--- config.mk ---
export PLATFORM = sky130hd
export DESIGN_NAME = fetch_unit_flat
export DESIGN_NICKNAME = d
export VERILOG_FILES = /design/src/rtl/fetch_unit_pkg.sv /design/src/rtl/fetch_unit_if.sv /design/src/rtl/fetch_unit_queue.sv /design/src/rtl/fetch_unit.sv /design/src/flat_wrapper.sv
export SDC_FILE = /design/constraint.sdc
export NUM_CORES = 1
export LEC_CHECK = 0
export ABC_CLOCK_PERIOD_IN_PS = 12800
export CORE_ASPECT_RATIO = 0.8
export CORE_MARGIN = 3
export CORE_UTILIZATION = 55
export CTS_CLUSTER_DIAMETER = 80
export DETAILED_ROUTE_END_ITERATION = 12
export MAX_ROUTING_LAYER = met4
export PLACE_DENSITY = 0.81
export SLEW_MARGIN = 20
export SYNTH_ARGS = -nofsm -noshare
export SYNTH_HDL_FRONTEND = slang
export SYNTH_SLANG_ARGS = --single-unit
--- constraint.sdc ---
create_clock -name clk -period 12.8 [get_ports clk]
set_clock_uncertainty 0.05 [all_clocks]
set_input_delay 2.56 -clock clk [delete_from_list [all_inputs] [get_ports clk]]
set_output_delay 2.56 -clock clk [all_outputs]
set_load 0.02 [all_outputs]
--- src/rtl/fetch_unit_pkg.sv ---
// Shared types and decode helpers for the instruction fetch front end.
package fetch_unit_pkg;

    typedef enum logic [1:0] {
        IDLE,
        REQ,
        DROP
    } fetch_state_t;

    localparam logic [6:0] OP_JAL = 7'b1101111;

    // J-type immediate (byte offset, bit 0 always zero) from instruction bits [31:12].
    function automatic logic [20:0] jal_imm(input logic [31:12] ibits);
        return {ibits[31], ibits[19:12], ibits[20], ibits[30:21], 1'b0};
    endfunction

endpackage

--- src/rtl/fetch_unit_if.sv ---
// Fetch unit bus bundle: instruction-memory port, redirect input and decoder/ROB handshake.
interface fetch_unit_if #(
    parameter int WIDTH    = 32,
    parameter int IQ_DEPTH = 8
);
    logic                            mem_resp;
    logic [WIDTH-1:0]                mem_rdata;
    logic                            mem_read;
    logic [WIDTH-1:0]                mem_address;
    logic                            flush;
    logic [WIDTH-1:0]                flush_pc;
    logic                            out_valid;
    logic                            out_ready;
    logic [WIDTH-1:0]                out_instr;
    logic [WIDTH-1:0]                out_pc;
    logic                            out_pred_taken;
    logic [$clog2(IQ_DEPTH+1)-1:0]   count;

    modport master (
        input  mem_resp, mem_rdata, flush, flush_pc, out_ready,
        output mem_read, mem_address, out_valid, out_instr, out_pc, out_pred_taken, count
    );

    modport slave (
        output mem_resp, mem_rdata, flush, flush_pc, out_ready,
        input  mem_read, mem_address, out_valid, out_instr, out_pc, out_pred_taken, count
    );
endinterface

--- src/rtl/fetch_unit_queue.sv ---
// Flushable circular FIFO holding fetched entries; flush beats same-cycle enqueue and dequeue.
module fetch_unit_queue #(
    parameter int  IQ_DEPTH = 8,
    parameter type entry_t  = logic [0:0]
) (
    input  logic                          clk,
    input  logic                          rst,
    input  logic                          i_flush,
    input  logic                          i_enq,
    input  entry_t                        i_enq_data,
    input  logic                          i_deq,
    output entry_t                        o_head,
    output logic                          o_valid,
    output logic [$clog2(IQ_DEPTH+1)-1:0] o_count
);
    localparam int PW = $clog2(IQ_DEPTH);
    localparam int CW = $clog2(IQ_DEPTH+1);

    entry_t          r_mem [IQ_DEPTH];
    logic [PW-1:0]   r_wr_ptr;
    logic [PW-1:0]   r_rd_ptr;
    logic [CW-1:0]   r_count;
    logic            w_enq;
    logic            w_deq;

    assign o_valid = (r_count != '0);
    assign o_count = r_count;
    assign o_head  = r_mem[r_rd_ptr];
    assign w_enq   = i_enq && !i_flush;
    assign w_deq   = i_deq && o_valid && !i_flush;

    always_ff @(posedge clk) begin
        if (w_enq) begin
            r_mem[r_wr_ptr] <= i_enq_data;
        end
    end

    // Depth is a power of two, so pointers wrap by natural overflow.
    always_ff @(posedge clk or negedge rst) begin
        if (!rst) begin
            r_wr_ptr <= '0;
            r_rd_ptr <= '0;
            r_count  <= '0;
        end else if (i_flush) begin
            r_wr_ptr <= '0;
            r_rd_ptr <= '0;
            r_count  <= '0;
        end else begin
            if (w_enq) r_wr_ptr <= r_wr_ptr + PW'(1);
            if (w_deq) r_rd_ptr <= r_rd_ptr + PW'(1);
            if (w_enq && !w_deq)      r_count <= r_count + CW'(1);
            else if (!w_enq && w_deq) r_count <= r_count - CW'(1);
        end
    end

endmodule

--- src/rtl/fetch_unit.sv ---
// In-order fetch front end: PC generation, single-outstanding I-mem requester, flushable queue.
// Optional static JAL prediction is enabled by defining FETCH_JAL_PREDICT_EN.
module fetch_unit
    import fetch_unit_pkg::*;
#(
    parameter int               WIDTH    = 32,
    parameter int               IQ_DEPTH = 8,
    parameter logic [WIDTH-1:0] RESET_PC = WIDTH'(32'h00000060)
) (
    input  logic         clk,
    input  logic         rst,
    fetch_unit_if.master bus
);
    localparam int            CW      = $clog2(IQ_DEPTH+1);
    localparam logic [CW-1:0] DEPTH_C = CW'(IQ_DEPTH);
`ifdef FETCH_JAL_PREDICT_EN
    localparam bit JAL_PREDICT = 1'b1;
`else
    localparam bit JAL_PREDICT = 1'b0;
`endif

    typedef struct packed {
        logic [WIDTH-1:0] pc;
        logic [WIDTH-1:0] instr;
        logic             pred_taken;
    } iq_entry_t;

    fetch_state_t     r_state;
    logic [WIDTH-1:0] r_fetch_pc;
    logic [WIDTH-1:0] r_req_addr;
    logic             r_mem_read;
    logic [CW-1:0]    w_count;
    logic [CW-1:0]    w_count_next;
    logic             w_valid;
    logic             w_deq;
    logic             w_enq;
    logic             w_take;
    logic [20:0]      w_jal_imm;
    logic [WIDTH-1:0] w_next_pc;
    iq_entry_t        w_enq_data;
    iq_entry_t        w_head;

    assign w_jal_imm    = jal_imm(bus.mem_rdata[31:12]);
    assign w_take       = JAL_PREDICT && (bus.mem_rdata[6:0] == OP_JAL);
    assign w_next_pc    = w_take ? r_req_addr + {{(WIDTH-21){w_jal_imm[20]}}, w_jal_imm}
                                 : r_req_addr + WIDTH'(4);
    assign w_enq        = (r_state == REQ) && bus.mem_resp && !bus.flush;
    assign w_deq        = w_valid && bus.out_ready;
    // Only consulted on an accepted response, where flush is known low.
    assign w_count_next = w_count + CW'(1) - CW'(w_deq);
    assign w_enq_data   = '{pc: r_req_addr, instr: bus.mem_rdata, pred_taken: w_take};

    fetch_unit_queue #(
        .IQ_DEPTH (IQ_DEPTH),
        .entry_t  (iq_entry_t)
    ) u_queue (
        .clk        (clk),
        .rst        (rst),
        .i_flush    (bus.flush),
        .i_enq      (w_enq),
        .i_enq_data (w_enq_data),
        .i_deq      (w_deq),
        .o_head     (w_head),
        .o_valid    (w_valid),
        .o_count    (w_count)
    );

    assign bus.mem_read       = r_mem_read;
    assign bus.mem_address    = r_req_addr;
    assign bus.out_valid      = w_valid;
    assign bus.out_pc         = w_head.pc;
    assign bus.out_instr      = w_head.instr;
    assign bus.out_pred_taken = w_valid && w_head.pred_taken;
    assign bus.count          = w_count;

    always_ff @(posedge clk or negedge rst) begin
        if (!rst) begin
            r_state    <= IDLE;
            r_fetch_pc <= RESET_PC;
            r_req_addr <= RESET_PC;
            r_mem_read <= 1'b0;
        end else begin
            case (r_state)
                IDLE: begin
                    if (bus.flush) begin
                        r_fetch_pc <= bus.flush_pc;
                    end else if (w_count < DEPTH_C) begin
                        r_req_addr <= r_fetch_pc;
                        r_state    <= REQ;
                        r_mem_read <= 1'b1;
                    end
                end
                REQ: begin
                    if (bus.flush) begin
                        // A response arriving with the flush is simply dropped.
                        r_fetch_pc <= bus.flush_pc;
                        r_state    <= bus.mem_resp ? IDLE : DROP;
                        r_mem_read <= !bus.mem_resp;
                    end else if (bus.mem_resp) begin
                        r_fetch_pc <= w_next_pc;
                        if (w_count_next < DEPTH_C) begin
                            r_req_addr <= w_next_pc;
                        end else begin
                            r_state    <= IDLE;
                            r_mem_read <= 1'b0;
                        end
                    end
                end
                DROP: begin
                    if (bus.flush) r_fetch_pc <= bus.flush_pc;
                    if (bus.mem_resp) begin
                        r_state    <= IDLE;
                        r_mem_read <= 1'b0;
                    end
                end
                default: begin
                    r_state    <= IDLE;
                    r_mem_read <= 1'b0;
                end
            endcase
        end
    end

endmodule

--- src/flat_wrapper.sv ---
// flat-port wrapper written by rule: the top's interface ports become plain ports
module fetch_unit_flat import fetch_unit_pkg::*;
#(
    parameter int               WIDTH    = 32,
    parameter int               IQ_DEPTH = 8,
    parameter logic [WIDTH-1:0] RESET_PC = WIDTH'(32'h00000060)
)
  (clk, rst, bus_mem_resp, bus_mem_rdata, bus_flush, bus_flush_pc, bus_out_ready, bus_mem_read, bus_mem_address, bus_out_valid, bus_out_instr, bus_out_pc, bus_out_pred_taken, bus_count);
  fetch_unit_if #(.WIDTH(WIDTH), .IQ_DEPTH(IQ_DEPTH)) bus_i ();
  input  logic clk;
  input  logic rst;
  input wire logic [$bits(bus_i.mem_resp)-1:0] bus_mem_resp;
  input wire logic [$bits(bus_i.mem_rdata)-1:0] bus_mem_rdata;
  input wire logic [$bits(bus_i.flush)-1:0] bus_flush;
  input wire logic [$bits(bus_i.flush_pc)-1:0] bus_flush_pc;
  input wire logic [$bits(bus_i.out_ready)-1:0] bus_out_ready;
  output wire logic [$bits(bus_i.mem_read)-1:0] bus_mem_read;
  output wire logic [$bits(bus_i.mem_address)-1:0] bus_mem_address;
  output wire logic [$bits(bus_i.out_valid)-1:0] bus_out_valid;
  output wire logic [$bits(bus_i.out_instr)-1:0] bus_out_instr;
  output wire logic [$bits(bus_i.out_pc)-1:0] bus_out_pc;
  output wire logic [$bits(bus_i.out_pred_taken)-1:0] bus_out_pred_taken;
  output wire logic [$bits(bus_i.count)-1:0] bus_count;
  assign bus_i.mem_resp = bus_mem_resp;
  assign bus_i.mem_rdata = bus_mem_rdata;
  assign bus_i.flush = bus_flush;
  assign bus_i.flush_pc = bus_flush_pc;
  assign bus_i.out_ready = bus_out_ready;
  assign bus_mem_read = bus_i.mem_read;
  assign bus_mem_address = bus_i.mem_address;
  assign bus_out_valid = bus_i.out_valid;
  assign bus_out_instr = bus_i.out_instr;
  assign bus_out_pc = bus_i.out_pc;
  assign bus_out_pred_taken = bus_i.out_pred_taken;
  assign bus_count = bus_i.count;
  fetch_unit #(.WIDTH(WIDTH), .IQ_DEPTH(IQ_DEPTH), .RESET_PC(RESET_PC)) u_core (.clk(clk), .rst(rst), .bus(bus_i));
endmodule
# Yosys cells after proc, flatten, opt, wreduce, memory -nomap -nowiden

Memories as Yosys holds them, arrays and structs flattened.
Cells that the tools add are included.

$add $sub $neg: 6
$lt $le $gt $ge: 2
Equal/unequal tests: 11
Multiplexer cells: 34
Reductions and logical operators: 24

Operators by type and width:

| kind                    | number |
|---|---|
| $mux W32                | 8 |
| $pmux W32 S2            | 2 |
| $add A32 B3 Y32 const B | 1 |
| $mux W2                 | 7 |
| $mux W3                 | 4 |
| $mux W4                 | 3 |
| $ne A2 B2 Y1 const B    | 5 |
| $logic_and A1 B1 Y1     | 8 |
| $lt A4 B4 Y1 const B    | 2 |
| $mux W1                 | 8 |
| $reduce_bool A2 Y1      | 4 |
| $add A3 B1 Y3 const B   | 2 |
| $ne A3 B3 Y1 const B    | 2 |
| $pmux W2 S3             | 1 |
| $reduce_and A6 Y1       | 1 |
| $reduce_and A5 Y1       | 1 |
| $add A4 B1 Y4 const B   | 1 |
| $logic_not A1 Y1        | 4 |
| $ne A2 B1 Y1 const B    | 2 |
| $reduce_bool A4 Y1      | 1 |
| $sub A4 B1 Y4           | 1 |
| $sub A4 B1 Y4 const B   | 1 |
| $pmux W1 S3             | 1 |
| $reduce_and A3 Y1       | 1 |
| other kinds (6)         | 6 |

Bits in registers: 77
RAM bits: 512
Word-level logic and storage cells: 85
Memories: 1

Memories:

| name                 | words | width | read ports | clocked after Yosys merged registers in | wr ports | RTL line               | RTL |
|---|---|---|---|---|---|---|---|
| u_core.u_queue.r_mem | 8     | 64    | 1          | 0                                       | 1        | fetch_unit_queue.sv:19 | `entry_t r_mem [IQ_DEPTH];` |

# Longest topological paths before layout

Gate-level depths: netlist (run 1).

Depth after elaboration: 9
Depth in mapped cells: 10
Depth with buffers taken out: 7

# By module

Synthesis (run 1) repeated with hierarchy kept, for this count alone.

Cell total of the unflattened synthesis: 1267
Area, all modules: 24135.6 sq um

Modules (own cells, without submodules):

| module           | times used | cells an instance | area an instance (sq um) | seq. area each (sq um) |
|---|---|---|---|---|
| fetch_unit_queue | 1          | 820               | 20156.8                  | 15865.2 |
| fetch_unit       | 1          | 447               | 3978.8                   | 1681.6 |

# Worst setup path before layout (run 1)

No wires, ideal clock.

Path type: input port to flip-flop
From: in bus_mem_resp
To: mem u_core.u_queue.r_mem[1][0] (netlist name) (enable)
Data arrival time: 9837 ps
Required time: 12084 ps
Setup slack: 2246 ps
Stages on the path: 5
Buffers on the path: 2
Path through: buf_2 -> and2_1 -> nand2_1 -> clkbuf_1 -> nor4b_1

Longest elaborated chain between the ends: 5

Ends and longest elaborated chain:

| what                              | RTL line               | RTL |
|---|---|---|
| start, declared                   | flat_wrapper.sv:12     | `input wire logic [$bits(bus_i.mem_resp)-1:0] bus_mem_resp;` |
| $logic_and A1 B1 Y1 (2 in series) | fetch_unit.sv:47       | `assign w_enq = (r_state == REQ) && bus.mem_resp && !bus.flush;` |
| $logic_and A1 B1 Y1               | fetch_unit_queue.sv:29 | `assign w_enq = i_enq && !i_flush;` |
| $mux W1                           | fetch_unit_queue.sv:33 | `if (w_enq) begin` |
| $mux W1 (implied by the code)     | fetch_unit_queue.sv:34 | `r_mem[r_wr_ptr] <= i_enq_data;` |
| end, declared                     | fetch_unit_queue.sv:19 |  |

No other way between the ends.

# Worst setup path after layout (run 1)

From: reg u_core.u_queue.r_rd_ptr[1]
To: out bus_out_pc[19]

Longest elaborated chain between the ends: 1

Ends and longest elaborated chain:

| what                   | RTL line               | RTL |
|---|---|---|
| start, declared        | fetch_unit_queue.sv:21 | `logic [PW-1:0] r_rd_ptr;` |
| start signal, assigned | fetch_unit_queue.sv:50 | `if (w_deq) r_rd_ptr <= r_rd_ptr + PW'(1);` |
| $mem_v2 Z8 W64         | --                     |  |
| end, declared          | flat_wrapper.sv:21     | `output wire logic [$bits(bus_i.out_pc)-1:0] bus_out_pc;` |

No other way between the ends.

==> impl_metrics.json, run 1 <==
{
  "cts_resized": 0,
  "synth_ff_type": "edfxtp_1",
  "grt_overflow": 0,
  "routabilityCongestion": 0.8497,
  "hold_viol_final": 0,
  "power_density_nw_per_um2": 201.5,
  "syn_to_final_growth_pct": 17.37,
  "start_util_pct": 56.45,
  "avgSynthCellArea_um2": 18.72,
  "dp_hpwl_mm": 29.84,
  "remaining_drc_errors": 0,
  "drt_pass1_iterations": 7,
  "rsz0062_at_grt": "false",
  "stdcell_area_um2": 28160,
  "ys_types": 68,
  "cts_tree": "yes",
  "antenna_cells": 0,
  "leakage_nw": 9.038,
  "mostFrequentLayoutCell": "edfxtp_1",
  "path_class": "reg -> out",
  "rows": 67,
  "max-vdd-ir-drop_mv": 0.1568,
  "post-route-period-util_pct": 50.52,
  "dpl_cell_area_um2": 26330,
  "wl_mm": 53.79,
  "mostFrequentLayoutCells": "edfxtp_1 (512), clkdlybuf4s50_1 (169), mux4_2 (128), mux2_2 (70), dfrtp_1 (70)",
  "fill_cells": 2706,
  "synth_nets": 1356,
  "synth_seq_cells": 589,
  "layout.cells.non_filler": 2052,
  "ios": 172,
  "path_max_fanout": 71,
  "hold_slack_ns": 0.4264,
  "cts_made_buffers": 54,
  "insertion_delay_ns": 0.58,
  "grt_start_max_net_pins": 98,
  "layout_setup_ws_ns": 6.333,
  "numClockSinks": 589,
  "placed_cells": 1950,
  "end_kind": "output port",
  "setup_viol": 0,
  "slew_headroom_pct": 22.82,
  "fin_crit_ns": 6.467,
  "required_ns": 10.19,
  "portBuffers": 170,
  "yosysWarnings": 0,
  "hp-class": "reg -> reg",
  "die_w_um": 239.5,
  "post_cts_buffers": 0,
  "syn_inst": 1282,
  "first_iter_violations": 1370,
  "core_area_um2": 42500,
  "htree_levels": 2,
  "synthArstFlopShare_pct": 13.07,
  "fin_util_pct": 66.25,
  "die_area_um2": 46180,
  "nets": 1529,
  "viasPerCell": 6.383,
  "maxSlewViolCount": 0,
  "outcome": "completed",
  "clk_pin_slew_worst_paths_ns": 0.07,
  "die_height_um": 192.8,
  "tightest_slew_ns": 1.155,
  "max_freq_ghz": 0.1546,
  "setup_tns_ns": 0,
  "grt_antenna_before_repair": 0,
  "detail-route-antenna-nets": 0,
  "final_layout_size_suffix_gt1_share_pct": 22.93,
  "critPathLaunchType": "register",
  "syn_area_um2": 23990,
  "clockBufferDepth": 3,
  "grt_pass1_vias": 13430,
  "fin_total_pwr_mw": 5.673,
  "synth-edff-count": 512,
  "critPathArrivalTime_ns": 3.86,
  "hold_buffers": 0,
  "vias": 13100,
  "seq_area_frac_synth_pct": 72.13,
  "dp_slack_ns": 6.725,
  "track_usage_pct": 24.31,
  "avgRoutedWirePerCell_um": 26.22,
  "drv_cap": 0,
  "grt_pass1_wl_mm": 81.74,
  "cts-root-buf": "clkbuf_16"
}
==> final timing paths <==
path | from | slack, ns | end | cells after the start
max | u_core.u_queue.r_rd_ptr[1]$_DFFE_PN0P_ | 6.33 | bus_out_pc[19] | 4
max in group asynchronous | rst | 10.15 | u_core.r_fetch_pc[5]$_DFFE_PN1P_ | 3
min | u_core.r_fetch_pc[0]$_DFFE_PN0P_ | 0.43 | u_core.bus.mem_address[0]$_DFFE_PN0P_ | 2
max reg2reg | u_core.r_state[0]$_DFFE_PN0P_ | 9.29 | u_core.u_queue.r_mem[5][11]$_DFFE_PP_ | 4
min reg2reg | u_core.r_fetch_pc[0]$_DFFE_PN0P_ | 0.43 | u_core.bus.mem_address[0]$_DFFE_PN0P_ | 2
min in group asynchronous | rst | 1.90 | u_core.r_fetch_pc[10]$_DFFE_PN0P_ | 2
==> synth_stat cells (all sizes together) (2+ instances only) <==
library cell	instances	area [um2]
a211o	2	17.52
a211oi	7	52.55
a21oi	14	73.82
a221o	2	20.02
a221oi	4	35.03
a22o	3	26.28
a22oi	3	22.52
a2bb2oi	6	52.55
a31oi	6	37.54
a32o	2	20.02
a32oi	15	131.4
and2	7	43.79
and3	4	25.02
and4	4	35.03
buf	31	171.4
clkbuf	50	188.9
dfrtp	73	1827
dfstp	4	105.1
edfxtp	512	15370
ha	5	62.56
inv	9	33.78
mux2	70	788.3
mux2i	16	160.2
mux4	128	2883
nand2	60	225.2
nand2b	4	25.02
nand3	24	130.1
nand4	18	133.9
nor2	37	141.4
nor2b	4	25.02
nor3	18	90.09
nor3b	3	22.52
nor4	10	83.83
o211ai	13	97.59
o21ai	40	203.9
o221ai	5	43.79
o22ai	9	56.30
o2bb2ai	3	26.28
o311ai	2	17.52
o31ai	6	45.04
xnor2	20	182.7
xor2	18	165.2
==> state kept, by name (all words and copies together) (netlist names) <==
name	flops
u_core.bus.mem_read	1
u_core.r_state	2
u_core.bus.mem_address	32
u_core.r_fetch_pc	32
u_core.u_queue.o_count	4
u_core.u_queue.r_mem	512
u_core.u_queue.r_wr_ptr	3
u_core.u_queue.r_rd_ptr	3
==> layout make-up <==
| class | count | area, um2 | share of cell area, % |
|---|---|---|---|
| Clock buffer | 69 | 1479 | 5.252 |
| Clock inverter | 32 | 326.6 | 1.160 |
| Inverter | 9 | 33.78 | 0.1200 |
| Multi-Input combinational cell | 603 | 6352 | 22.56 |
| Sequential cell | 589 | 17320 | 61.50 |
| Tap cell | 552 | 690.7 | 2.453 |
| Timing Repair Buffer | 198 | 1959 | 6.958 |
==> per-layer routing <==
metal	global-route usage, %	routed length, um	vias to the layer above	part of all wire, %
met4	4.649	877	0	1.6
met2	38.17	25870	672	48
met1	33.81	22340	6766	42
met3	5.129	4713	78	8.8
met5	-	0	-	0
li1	-	-	5581	-
==> power by group <==
part	total, mW	switching (mW)	internal, mW
clock	1.62	0.694	0.926
combinational	1.39	0.727	0.668
sequential	2.66	0.322	2.34
==> worst max-delay path, stage by stage (launching register included) <==
cell and delay (ns):
dfrtp_4 1.04, buf_4 0.91, mux4_2 0.41, mux2_2 0.32, clkdlybuf4s50_1 0.56
==> cell families (layout without fill, tap and decap cells) <==
family | count (synthesis) | after routing | share of synthesized area (%)
XOR/XNOR | 38 | 38 | 1.450
multiplexers | 214 | 214 | 15.97
AO/OA/AOI/OAI | 146 | 146 | 4.219
adder cells (fa/ha/maj) | 5 | 5 | 0.2607
other | 1 | 1 | 0.01563
AND/OR/NAND/NOR | 199 | 199 | 4.313
buffers and inverters | 90 | 308 | 1.643
flip-flops | 589 | 589 | 72.13
(Power assumes the default switching activity.)
==> run 2, diff against run 1 <==
Settings changed: ABC_CLOCK_PERIOD_IN_PS 12800 to 6650.
Clock period 12.8 ns to 6.65 ns, I/O delays scaled along.
==> impl_metrics.json, run 2 (synthesis results as in run 1) <==
{
  "routabilityCongestion": 0.8788,
  "switching_power_mw": 3.380,
  "min-delay-start": "u_core.r_fetch_pc[7]$_DFFE_PN0P_",
  "outcome": "completed",
  "cpLargestDelayFamily": "flip-flops",
  "r2r_end": "u_core.u_queue.r_mem[5][30]$_DFFE_PP_",
  "final_layout_size_suffix_gt1_share_pct": 22.28,
  "regMostFlops": "u_core.u_queue.r_mem",
  "drt_pass1_iterations": 8,
  "layout.cells.non_filler": 2051,
  "post_cts_buffers": 0,
  "cts_resized": 0,
  "first_iter_violations": 1415,
  "die_area_um2": 46180,
  "hold_buffers": 0,
  "antenna_cells": 0,
  "detail-route-antenna-nets": 0,
  "required_ns": 5.27,
  "drv_cap": 0,
  "avgRoutedWirePerCell_um": 26.28,
  "maxSlewViolCount": 0,
  "power_frac_comb_pct": 25.0,
  "rr_startpoint": "u_core.r_state[0]$_DFFE_PN0P_",
  "path_buf_inv": 2,
  "hold_viol_final": 0,
  "die_height_um": 192.8,
  "placed_cells": 1950,
  "max-vdd-ir-drop_mv": 0.3606,
  "wl_mm": 53.89,
  "critPathLaunchType": "register",
  "grt_pass1_wl_mm": 82.68,
  "fill_cells": 2664,
  "ff_latch_area_um2": 17320,
  "cts_made_buffers": 55,
  "die_w_um": 239.5,
  "tightest_slew_ns": 1.105,
  "end_kind": "output port",
  "setup_tns_ns": 0,
  "track_usage_pct": 24.57,
  "setup_viol": 0,
  "grt_overflow": 0,
  "crit_path_top_delay_cell": "dfrtp_4",
  "start_util_pct": 56.45,
  "core_area_um2": 42500,
  "reg2regPathDepth": 4,
  "portBuffers": 170,
  "grt_start_max_net_pins": 78,
  "r2r_slack_ns": 3.22,
  "fin_crit_ns": 4.924,
  "rows": 67,
  "hp-class": "reg -> reg",
  "critPathArrivalTime_ns": 3.54,
  "hold_depth": 2,
  "clockBufferDepth": 3,
  "dp_slack_ns": 1.884,
  "cts_tree": "yes",
  "htree_levels": 2,
  "largest_register_ffs": 512,
  "ios": 172,
  "layout_setup_ws_ns": 1.726,
  "nets": 1531,
  "grt_pass1_vias": 13310,
  "remaining_drc_errors": 0,
  "mostFrequentLayoutCells": "edfxtp_1 (512), clkdlybuf4s50_1 (169), mux4_2 (128), mux2_2 (70), dfrtp_1 (70)",
  "leakage_nw": 9.012,
  "p_int_mw": 7.516,
  "post-route-period-util_pct": 74.04,
  "clk_pin_slew_worst_paths_ns": 0.06,
  "numClockSinks": 589,
  "viasPerCell": 6.381,
  "max_freq_ghz": 0.2031,
  "switching_share_pct": 31.02,
  "cp_cell_sequence": "buf_12 > mux4_2 > mux2_2 > clkdlybuf4s50_1",
  "grt_antenna_before_repair": 0,
  "multi_input_area_um2": 6382,
  "mostFrequentLayoutCell": "edfxtp_1",
  "slowest_delay_ns": 1.03,
  "cts-root-buf": "clkbuf_16",
  "vias": 13090,
  "path_class": "reg -> out",
  "slew_headroom_pct": 26.29,
  "clkPwrFrac_pct": 28.1,
  "path_max_fanout": 48,
  "seq_power_share_pct": 47.0,
  "insertion_delay_ns": 0.60,
  "power_density_nw_per_um2": 386.9,
  "hold_slack_ns": 0.4296,
  "rsz0062_at_grt": "false",
  "syn_to_final_growth_pct": 17.39,
  "dp_hpwl_mm": 30.37,
  "min_to": "u_core.r_fetch_pc[7]$_DFFE_PN0P_"
}
==> run 2: layout make-up <==
type / count / share of cell area, %
multi-input combinational: 603 / 22.66
sequential: 589 / 61.49
clock inverter: 33 / 1.191
inverter: 9 / 0.1199
clock buffer: 66 / 5.033
tap: 552 / 2.452
timing repair buffer: 199 / 7.055
==> run 2: worst max path at each step <==
stage / from / slack (ns) / end / cells past startpoint
after global placement: bus_flush / 1.89 / u_core.u_queue.r_mem[5][9]$_DFFE_PP_ / 6
after global routing: u_core.u_queue.r_rd_ptr[0]$_DFFE_PN0P_ / 1.49 / bus_out_pc[1] / 4
after CTS: u_core.u_queue.r_rd_ptr[0]$_DFFE_PN0P_ / 1.61 / bus_out_pc[15] / 4
final: u_core.u_queue.r_rd_ptr[0]$_DFFE_PN0P_ / 1.73 / bus_out_instr[7] / 4
after floorplan: bus_mem_resp / -0.40 / u_core.u_queue.r_mem[2][0]$_DFFE_PP_ / 5
after detailed placement: bus_flush / 1.88 / u_core.u_queue.r_mem[5][12]$_DFFE_PP_ / 6
==> run 2: stage by stage <==
| stage | instance area, um2 | util, % | total power, mW |
|---|---|---|---|
| 6_report | 28160 | 66.27 | 10.90 |
| 5_1_grt | 28160 | 66.27 | 11.34 |
| 4_1_cts | 28120 | 66.15 | 10.95 |
| 3_5_place_dp | 26360 | 62.03 | 7.875 |
| 3_3_place_gp | 26360 | 62.03 | 7.800 |
| 2_1_floorplan | 24020 | - | 6.715 |
==> run 2: per-layer routing <==
| layer | vias up | wire [um] | global-route usage (%) |
|---|---|---|---|
| li1 | 5575 | - | - |
| met1 | 6737 | 22820 | 35.94 |
| met2 | 676 | 25620 | 36.96 |
| met3 | 100 | 4231 | 3.615 |
| met4 | 0 | 1217 | 6.578 |
| met5 | - | 0 | - |
==> run 2: power by group through the flow <==
stage / clock network (mW) / logic (mW) / registers [mW]
global placement: 0 / 2.65 / 5.15
global route: 3.26 / 2.90 / 5.18
finish: 3.06 / 2.72 / 5.12
floorplan: 0 / 1.74 / 4.98
CTS: 3.11 / 2.72 / 5.11
detailed placement: 0 / 2.69 / 5.18
==> run 2: worst min-delay path, cell delays in order, from the launching register on <==
cell and delay, ns:
dfrtp_1 0.34, nand2_1 0.04, o21ai_0 0.06
